File: config.mk
export PLATFORM = sky130hd
export DESIGN_NAME = tt3_bist_ctrl
export DESIGN_NICKNAME = d
export VERILOG_FILES = /design/src/rtl/tt3_bist_ctrl.sv
export SDC_FILE = /design/constraint.sdc
export NUM_CORES = 1
export LEC_CHECK = 0
export BUFFER_PORTS_ARGS = -buffer_cell sky130_fd_sc_hd__buf_2
export CORE_UTILIZATION = 40
export DETAILED_ROUTE_END_ITERATION = 10
export GPL_TIMING_DRIVEN = 0
export PLACE_DENSITY = 0.61
export SLEW_MARGIN = 20
export SYNTH_ARGS = -nofsm -noshare
export SYNTH_HDL_FRONTEND = slang
export SYNTH_SLANG_ARGS = --single-unit
File: constraint.sdc
create_clock -name clk -period 1.9 [get_ports clk]
set_clock_uncertainty 0.15 [all_clocks]
set_input_delay 0.285 -clock clk [delete_from_list [all_inputs] [get_ports clk]]
set_output_delay 0.285 -clock clk [all_outputs]
set_load 0.05 [all_outputs]
File: src/rtl/tt3_bist_ctrl.sv
// tt3_bist_ctrl: clocked self-test sweep of the 3-input F/Fn gate block.
// Optional macro TT3_FNCHK_EN also fails a vector when Fn equals F.
module tt3_bist_ctrl #(
  parameter int unsigned HOLD_CYCLES = 4,
  parameter logic [7:0]  EXP_MASK    = 8'h3A
) (
  input  logic       clk,
  input  logic       rst_n,
  input  logic       start,
  input  logic       f_in,
  input  logic       fn_in,
  output logic       x,
  output logic       y,
  output logic       z,
  output logic       busy,
  output logic       done,
  output logic       pass,
  output logic [7:0] fail_vec,
  output logic [3:0] err_count
);

  typedef enum logic {
    IDLE,
    RUN
  } state_t;

  localparam logic [7:0] HOLD_LAST = 8'(HOLD_CYCLES - 1);

  state_t     state_q;
  logic [2:0] idx_q;
  logic [7:0] hold_q;
  logic       busy_q;
  logic       done_q;
  logic       pass_q;
  logic [7:0] fail_vec_q;
  logic [3:0] err_count_q;

  logic       mism_d;
  logic       last_d;
  logic [7:0] fail_vec_d;
  logic [3:0] err_count_d;

`ifndef TT3_FNCHK_EN
  logic unused_fn;
  assign unused_fn = fn_in;
`endif

  // Per-sample verdict and the results as they stand after this sample
  always_comb begin
    mism_d = (f_in != EXP_MASK[idx_q]);
`ifdef TT3_FNCHK_EN
    mism_d = mism_d | (fn_in == f_in);
`endif
    last_d      = (hold_q == HOLD_LAST);
    fail_vec_d  = fail_vec_q;
    err_count_d = err_count_q;
    if (mism_d) begin
      fail_vec_d[idx_q] = 1'b1;
      err_count_d       = err_count_q + 4'd1;
    end
  end

  // Sweep sequencer with all outputs registered
  always_ff @(posedge clk) begin
    if (!rst_n) begin
      state_q     <= IDLE;
      idx_q       <= 3'd0;
      hold_q      <= 8'd0;
      busy_q      <= 1'b0;
      done_q      <= 1'b0;
      pass_q      <= 1'b0;
      fail_vec_q  <= 8'h00;
      err_count_q <= 4'd0;
    end else begin
      done_q <= 1'b0;
      unique case (state_q)
        IDLE: begin
          if (start) begin
            state_q     <= RUN;
            idx_q       <= 3'd0;
            hold_q      <= 8'd0;
            busy_q      <= 1'b1;
            pass_q      <= 1'b0;
            fail_vec_q  <= 8'h00;
            err_count_q <= 4'd0;
          end
        end
        RUN: begin
          if (!last_d) begin
            hold_q <= hold_q + 8'd1;
          end else begin
            hold_q      <= 8'd0;
            fail_vec_q  <= fail_vec_d;
            err_count_q <= err_count_d;
            if (idx_q == 3'd7) begin
              state_q <= IDLE;
              idx_q   <= 3'd0;
              busy_q  <= 1'b0;
              done_q  <= 1'b1;
              pass_q  <= (fail_vec_d == 8'h00);
            end else begin
              idx_q <= idx_q + 3'd1;
            end
          end
        end
        default: state_q <= IDLE;
      endcase
    end
  end

  assign {x, y, z}  = idx_q;
  assign busy       = busy_q;
  assign done       = done_q;
  assign pass       = pass_q;
  assign fail_vec   = fail_vec_q;
  assign err_count  = err_count_q;

endmodule

==> impl_metrics.yaml <==
sta:
  min_period_ps: 1950
  fmax_mhz: 513
  drv_slew: 0
  worstMarginPinSlew_ps: 721
  hold_viol_final: 0
  holdWs_ps: 209
  slew_headroom_pct: 51.6
  min_period_over_period_pct: 103
  rsz0062_at_grt: "yes"
  setup_viol: 2
  worst_slack_ps: -49.3
synthesis:
  synth_area_per_cell_um2: 9.52
  ys_ff_latch: 28
  synth_area_leader_cell: "dfxtp_1"
  synth_commonest_cells: "dfxtp_1, nand2_1, nor2_1"
  synth_flop_cell: "dfxtp_1"
  synth_area_leaders: "dfxtp_1, nand2_1, o31ai_1"
  netlist_instances: 140
  async_reset_ff_share_pct: 0
  yosysMostFrequentCell: "dfxtp_1"
  syn_nets: 149
  netlist-cell-type-count: 38
  synth_edf_count: 0
  yosysSeqAreaShare_pct: 42.1
  netlist_area_um2: 1330
  synth_top_cell_area_share_pct: 42.1
  yosysWarnings: 0
layout:
  instances_no_fill: 215
  drive_gt1_share_pct: 32.2
  fin_area_um2: 1670
  fillers: 307
  num_antenna_cells: 0
  fin_nets: 181
  syn2layout_area_growth_pct: 25.1
worst_hold_path:
  hp-class: "primary input to register"
  min-delay-start: "start"
pwr:
  power_uw: 1060
  irDropWorstVdd_mv: 0.359
  p_leak_uw: 0.000684
  p_per_area_nw_per_um2: 638
critical_path:
  crit_fanout: 5
  worstSetupPathType: "register to register"
  regToRegStartpoint: "hold_q[1]"
  crit_start: "hold_q[1]"
  critPathLaunchType: "register"
  endpoint_kind: "register"
  cp.required_ps: 2020
  crit_arrival_ps: 2070
global_route:
  antenna_found_initial: 0
  grt_pass1_wl_um: 4740
  gr-total-overflow: 0
  grt_start_max_net_pins: 17
  grt_use_total_pct: 17.6
  grt_pass1_vias: 1036
cts:
  cts_made_buffers: 3
  cts.hold.buffers_added: 0
  cts_buffer_depth: 2
  cts.clk_slew.worst_paths_ps: 150
  cts_tree: "built"
  cts_sinks: 28
  clock_latency_ps: 320
  htreeDepth: 1
  cts_root_buf: "clkbuf_4"
outcome:
  run_status: "complete, but fails checks"
  violations: "negative setup slack"
routing:
  dr.pass1.iters: 4
  post_drt_wl_per_cell_um: 13.4
  via_count: 1148
  drt_iter0_drc: 52
  drc_errors: 0
  detail-route-antenna-nets: 0
  wirelength_um: 2880
  via_per_inst: 5.34
placed_design:
  placed_cell_area_um2: 1500
  port_buffers: 21
  dpl.hpwl_um: 2040
  dp.cells: 205
  gp_congestion: 0.754
flow_run:
  maxCapViolations: 0
die:
  die_h_um: 59.7
  dieArea_um2: 3570
  initial_core_util_pct: 42.9
  die_w_um: 59.7
  pin_count: 23
  coreArea_um2: 3100
  rows: 20
==> repair_timing <==
| action | 4_1_cts | 5_1_grt |
|---|---|---|
| cloned | 0 | 0 |
| resized for setup | 7 | 12 |
| setup buffers | 4 | 4 |
| pin swaps | 4 | 7 |
| endpoints found under the setup margin | 16 | 17 |
==> critical path, stage by stage (launching register included) <==
cell     delay, ps
dfxtp_2        380
ha_4           140
or4b_4         540
nor3_4         260
buf_6          140
mux2i_1        150
and2_1         140
==> state kept, by name, indices dropped and copies added (netlist names), named ones only <==
| register | cells |
|---|---|
| busy | 1 |
| done | 1 |
| err_count | 4 |
| fail_vec | 8 |
| hold_q | 8 |
| idx_q | 3 |
| pass | 1 |
| state_q | 1 |
==> cells by family (layout without fill, tap and decap cells) <==
kind of cell / count (synthesis) / after routing / synth area share [%]
AOI/OAI and AO/OA: 28 / 28 / 15.2
xor gates and xnor gates: 4 / 4 / 2.63
adders and majority gates: 4 / 4 / 3.76
buffers and inverters: 8 / 39 / 3.47
DFF: 28 / 28 / 42.1
muxes: 4 / 4 / 3.00
and+or+nand+nor: 64 / 64 / 29.9
==> layout by cell type (no fill, tap or decap), drive strengths merged, types with 5 or more instances in the layout <==
| cell | count |
|---|---|
| nand2 | 17 |
| dfxtp | 28 |
| nor2 | 9 |
| a21boi | 5 |
| clkbuf | 6 |
| nand3 | 7 |
| buf | 30 |
| o31ai | 7 |
==> path summary, 6_finish.rpt <==
check | slack (ps) | endpoint | cells past startpoint
max | -50 | err_count[0] | 6
min | 210 | err_count[1] | 4
max reg2reg | -50 | err_count[0] | 6
min reg2reg | 320 | hold_q[7] | 1
==> metrics by stage <==
step,TNS (ps),setup WS (ps),utilization [%]
floorplan,0,7.15,-
global placement,-1350,-128,48.2
detailed placement,-1900,-181,48.2
CTS,-168,-74.1,51.7
global route,-498,-125,53.7
finish,-55.2,-49.3,53.7
==> per-layer routing <==
metal	track usage (%)	share of wire, %	wire (um)
met1	24.9	49	1410
met2	28.3	47	1360
met3	2.60	2.9	85
met4	3.99	0.69	20
met5	0	0	0
==> report_power, final <==
group          internal [uW]  switching (uW)  total, uW  leakage (uW)
combinational           29.3            50.0       79.4      0.000426
sequential               592            5.57        597      0.000229
clock                    213             174        387     0.0000279
==> area by class of cell <==
cell class                 count  area [um^2]  area share (%)
buffer                         4         16.3           0.976
timing repair buffer          29          169            10.1
sequential                    28          573            34.4
tap                           44         55.1            3.30
clock buffer                   3         22.5            1.35
clock inverter                 1         30.0            1.80
inverter                       2         7.51           0.450
multi-input combinational    104          793            47.6
(Power assumes the default switching activity.)
